**config.mk**
```make
export PLATFORM = sky130hd
export DESIGN_NAME = pixel_frame_loader
export DESIGN_NICKNAME = d
export VERILOG_FILES = /design/src/rtl/pixel_frame_loader.sv
export SDC_FILE = /design/constraint.sdc
export NUM_CORES = 2
export LEC_CHECK = 0
export BUFFER_PORTS_ARGS = -buffer_cell sky130_fd_sc_hd__buf_2
export CELL_PAD_IN_SITES_DETAIL_PLACEMENT = 0
export CELL_PAD_IN_SITES_GLOBAL_PLACEMENT = 1
export CORE_AREA = 3 3 621 623
export DETAILED_ROUTE_END_ITERATION = 7
export DIE_AREA = 0 0 624 626
export PLACE_DENSITY_LB_ADDON = 0.1
export REMOVE_ABC_BUFFERS = 1
export SYNTH_ARGS = -nofsm -noshare
export SYNTH_HDL_FRONTEND = slang
export SYNTH_SLANG_ARGS = --single-unit
```
**constraint.sdc**
```tcl
create_clock -name clk -period 3.3 [get_ports clk]
set_clock_uncertainty 0.2 [all_clocks]
set_input_delay 0.66 -clock clk [delete_from_list [all_inputs] [get_ports clk]]
set_output_delay 0.66 -clock clk [all_outputs]
set_load 0.02 [all_outputs]
```
**src/rtl/pixel_frame_loader.sv**
```systemverilog
// Collects a frame of raw grayscale pixels, several per beat, truncates each to
// PARAM_IN_BIT bits, and presents the packed frame held stable to the binarizer.

module pixel_frame_loader_lane #(
  parameter int PIX_BIT = 8,
  parameter int IN_BIT  = 2
) (
  input  logic [PIX_BIT-1:0] i_pix,
  output logic [IN_BIT-1:0]  o_q
);
  // Truncation: keep only the top bits, no rounding.
  assign o_q = i_pix[PIX_BIT-1 -: IN_BIT];
endmodule

module pixel_frame_loader #(
  parameter int PARAM_IN_CNT   = 784,
  parameter int PARAM_IN_BIT   = 2,
  parameter int PARAM_PIX_BIT  = 8,
  parameter int PARAM_BEAT_PIX = 4
) (
  input  logic                                         clk,
  input  logic                                         rst,
  input  logic                                         in_valid,
  output logic                                         in_ready,
  input  logic [PARAM_BEAT_PIX-1:0][PARAM_PIX_BIT-1:0] in_pixels,
  input  logic                                         in_last,
  output logic                                         frame_valid,
  input  logic                                         frame_ready,
  output logic [PARAM_IN_CNT-1:0][PARAM_IN_BIT-1:0]    frame_out,
  output logic                                         err_len
);
  localparam int PARAM_BEATS = PARAM_IN_CNT / PARAM_BEAT_PIX;
  localparam int CNT_W       = (PARAM_BEATS > 1) ? $clog2(PARAM_BEATS) : 1;
  localparam int IDX_W       = (PARAM_IN_CNT > 1) ? $clog2(PARAM_IN_CNT) : 1;
  localparam logic [CNT_W-1:0] LAST_BEAT = CNT_W'(PARAM_BEATS - 1);

  typedef enum logic {S_FILL, S_HOLD} state_t;

  state_t                                      r_state;
  logic [CNT_W-1:0]                            r_beat_cnt;
  logic                                        r_err_len;
  logic [PARAM_IN_CNT-1:0][PARAM_IN_BIT-1:0]   r_frame;
  logic [PARAM_BEAT_PIX-1:0][PARAM_IN_BIT-1:0] w_q;
  logic [IDX_W-1:0]                            w_base;
  logic                                        w_accept;

  for (genvar g = 0; g < PARAM_BEAT_PIX; g++) begin : g_lane
    pixel_frame_loader_lane #(
      .PIX_BIT(PARAM_PIX_BIT),
      .IN_BIT (PARAM_IN_BIT)
    ) u_lane (
      .i_pix(in_pixels[g]),
      .o_q  (w_q[g])
    );
  end

  assign in_ready    = (r_state == S_FILL) && !rst;
  assign w_accept    = in_valid && in_ready;
  assign w_base      = IDX_W'(r_beat_cnt) * IDX_W'(PARAM_BEAT_PIX);
  assign frame_valid = (r_state == S_HOLD);
  assign frame_out   = r_frame;
  assign err_len     = r_err_len;

  always_ff @(posedge clk) begin
    if (rst) begin
      r_state    <= S_FILL;
      r_beat_cnt <= '0;
      r_err_len  <= 1'b0;
      r_frame    <= '0;
    end else begin
      r_err_len <= 1'b0;
      case (r_state)
        S_FILL: begin
          if (w_accept) begin
            if (r_beat_cnt == LAST_BEAT) begin
              // Final beat closes the frame even if in_last is missing.
              for (int j = 0; j < PARAM_BEAT_PIX; j++)
                r_frame[w_base + IDX_W'(j)] <= w_q[j];
              r_beat_cnt <= '0;
              r_state    <= S_HOLD;
              r_err_len  <= !in_last;
            end else if (in_last) begin
              r_beat_cnt <= '0;
              r_err_len  <= 1'b1;
            end else begin
              for (int j = 0; j < PARAM_BEAT_PIX; j++)
                r_frame[w_base + IDX_W'(j)] <= w_q[j];
              r_beat_cnt <= r_beat_cnt + 1'b1;
            end
          end
        end
        S_HOLD: begin
          if (frame_ready) r_state <= S_FILL;
        end
        default: r_state <= S_FILL;
      endcase
    end
  end
endmodule

```
==> impl_metrics.py <==
metrics = {
    "floorplan": {
        "dieHeight_um": 626,
        "dieArea_mm2": 0.391,
        "core_mm2": 0.381,
        "start_util": 0.153,
        "rows": 227,
        "fp.dieW_um": 624,
        "pin_count": 1608,
    },
    "yosys": {
        "ys.warnings.count": 0,
        "syn_inst": 6718,
        "synth-main-ff-cell": "dfxtp_1",
        "synth-edff-count": 0,
        "ys_async_sr_fraction": 0,
        "synth_seq_cells": 1578,
        "syn_avg_cell_area_um2": 8.67,
        "synth-seq-area-share": 0.543,
        "netlist_area_mm2": 0.0582,
        "yosysUniqueCellTypes": 41,
    },
    "drt": {
        "antenna_left": 0,
        "wl_per_cell_um": 27.0,
        "routed-via-count": 55400,
        "drc": 0,
        "first_iter_violations": 3891,
        "finalWirelength_um": 369000,
        "post_drt_via_cell_ratio": 4.05,
        "dr.pass1.iters": 5,
    },
    "placed_design": {
        "place_hpwl_um": 261000,
        "port_buffers": 1583,
        "post-place-cells": 13300,
        "post-place-ws_ns": -0.0471,
        "gp_congestion": 0.764,
    },
    "cells_and_area": {
        "fin_cells": 13700,
        "drive_gt1_frac": 0.297,
        "fin_util": 0.215,
        "syn2layout_area_growth_pct": 41.0,
        "fin_nets": 8495,
        "nFillCells": 42300,
    },
    "pwr": {
        "pwr-share-clk": 0.523,
        "p_int_mw": 32.6,
        "vdd.ir_drop.worst_mv": 0.471,
        "power.switching_mw": 10.7,
        "p_seq_frac": 0.440,
        "pwr-share-comb": 0.036,
        "p_sw_frac": 0.247,
        "leakage_nw": 32.7,
        "power-per-cell-area_mw_per_mm2": 527,
    },
    "critical_path": {
        "crit_arrival_ns": 3.78,
        "crit_fanout": 18,
        "end_kind": "flip-flop",
        "worst-setup-path-type": "flip-flop to flip-flop",
        "cpMostUsedCell": "buf_12",
        "cp_cell_sequence": "nor4bb_4, nand2_1, ha_1, or4b_4, buf_12, buf_12, nor4_4, buf_12, nand2_1, a21oi_1",
        "critPathSlowestCell": "or4b_4",
        "start_kind": "flip-flop",
        "slowest_delay_ns": 0.55,
        "cp.required_ns": 3.88,
    },
    "sta": {
        "hold_violations": 0,
        "rsz0062_at_grt": "no",
        "finalSetupViolations": 0,
        "finalCritPeriodShare": 0.970,
        "fin_crit_ns": 3.20,
        "clock.fmax_mhz": 313,
        "fin_tns_setup_ns": 0,
        "drv_slew": 0,
        "relSlewSlack": 0.279,
        "worst_slew_pin_slew_ns": 1.08,
        "final.setup.worst_slack_ns": 0.100,
    },
    "clock_tree": {
        "cts.clk_slew.worst_paths_ns": 0.06,
        "numClockSinks": 1578,
        "h-tree-depth": 4,
        "numCtsBuffers": 207,
        "cts-root-buf": "clkbuf_16",
        "cts_tree": "built",
        "cts_buffer_depth": 4,
        "clock_latency_ns": 0.85,
    },
    "global_routing": {
        "grt_usage": 0.180,
        "antenna_found_initial": 20,
        "grt_max_degree": 143,
        "grt_overflow": 0,
        "first_global_vias": 53300,
        "grt_pass1_wl_um": 489000,
    },
    "hold_path": {
        "hp-class": "input pin to flip-flop",
    },
    "run_status": {
        "status": "completed",
    },
    "flow_run": {
        "drv_cap": 0,
    },
}
-- worst max-delay path: cells and delay by family (launching register included) --
kind / cells / cell delay (ns)
AOI/OAI and AO/OA: 1 / 0.15
adders and majority gates: 1 / 0.25
buffers and inverters: 3 / 0.62
DFF: 1 / 0.33
and+or+nand+nor: 5 / 1.47
-- routing by layer --
metal / vias up / GRT usage / share of wire / wire (um)
met1: 26700 / 0.209 / 0.40 / 146000
met4: 0 / 0.0806 / 0.050 / 18500
met3: 469 / 0.0568 / 0.080 / 29500
met5: - / 0 / 0 / 0
met2: 1815 / 0.302 / 0.47 / 175000
li1: 26400 / - / - / -
-- state kept, by name (all words and copies together), names as in the netlist --
name,flops
r_beat_cnt,8
frame_valid,1
frame_out,1568
err_len,1
-- worst paths after layout --
path                                      start              end  slack [ns]  cells after the start
worst min register to register  frame_out[1349]  frame_out[1349]        0.25                      2
worst max register to register    r_beat_cnt[6]   frame_out[977]        0.10                     10
worst min-delay path                   in_valid    r_beat_cnt[4]        0.11                      3
worst max-delay path              r_beat_cnt[6]   frame_out[977]        0.10                     10
-- cell families after synthesis --
logic type | after synthesis | share of synthesized area
simple gates | 2993 | 0.279
flops | 1578 | 0.543
compound gates | 1580 | 0.136
fa+ha+maj | 5 | 0.00107
mux | 8 | 0.00138
buf+inv | 554 | 0.0395
-- per-stage QoR --
stage | hold WS (ns) | cell area, um^2 | power, mW
floorplan | 0.286 | 55900 | 19.8
global placement | 0.240 | 75300 | 21.1
detailed placement | 0.243 | 75300 | 21.1
CTS | 0.00297 | 82100 | 44.4
global route | 0.0621 | 82100 | 45.0
finish | 0.106 | 82100 | 43.3
-- cell usage in the layout (no fill, tap or decap), types with 14 or more instances in the layout --
| master | n |
|---|---|
| nand4_1 | 193 |
| clkinv_2 | 27 |
| buf_12 | 102 |
| nor4_4 | 128 |
| o21ai_1 | 407 |
| nand2_1 | 2054 |
| buf_4 | 377 |
| o21ai_0 | 133 |
| clkbuf_8 | 59 |
| nor2_1 | 14 |
| nand3b_1 | 537 |
| clkbuf_16 | 207 |
| clkbuf_1 | 56 |
| a21oi_1 | 1029 |
| dfxtp_1 | 1576 |
| buf_2 | 1574 |
-- final cells by class --
class | count | area, um^2 | share of cell area
flip-flops and latches | 1578 | 31600 | 0.385
multi-input cells | 4586 | 24500 | 0.299
repair buffers | 2076 | 13000 | 0.158
well taps | 5038 | 6300 | 0.0768
clock buffers | 322 | 6200 | 0.0755
clock inverters | 44 | 460 | 0.00561
diodes | 8 | 20.0 | 0.000244
inverters | 4 | 15.0 | 0.000183
-- Yosys cell counts, types with 5 or more instances --
master	count	area, um^2
a21oi_1	1029	5150
a31oi_1	6	37.5
and3_1	5	31.3
and3b_1	8	70.1
buf_1	19	71.3
buf_2	57	285
buf_6	5	56.3
buf_8	9	135
clkbuf_1	457	1720
dfxtp_1	1578	31600
ha_1	5	62.6
mux2i_1	8	80.1
nand2_1	2055	7710
nand2b_1	12	75.1
nand3_1	5	25.0
nand3b_1	537	4030
nand3b_2	8	90.1
nand4_1	193	1210
nor2_1	16	60.1
nor4_4	128	2720
o21ai_0	133	666
o21ai_1	407	2040
or3b_2	5	43.8
-- timing repair --
item	CTS	global route
setup buffers	0	1
hold buffers	12	0
pin swaps	2	9
gates resized for setup	0	3
setup endpoints to repair	6	132
hold endpoints to repair	54	0
-- power by group through the flow --
stage / Sequential (mW) / Clock (mW) / Combinational, mW
6_report: 19.1 / 22.7 / 1.57
5_1_grt: 19.0 / 24.3 / 1.67
4_1_cts: 19.1 / 23.7 / 1.66
3_5_place_dp: 19.5 / 0 / 1.64
3_3_place_gp: 19.5 / 0 / 1.64
2_1_floorplan: 19.5 / 0 / 0.272
No activity file was read; power rests on OpenSTA's default activity.
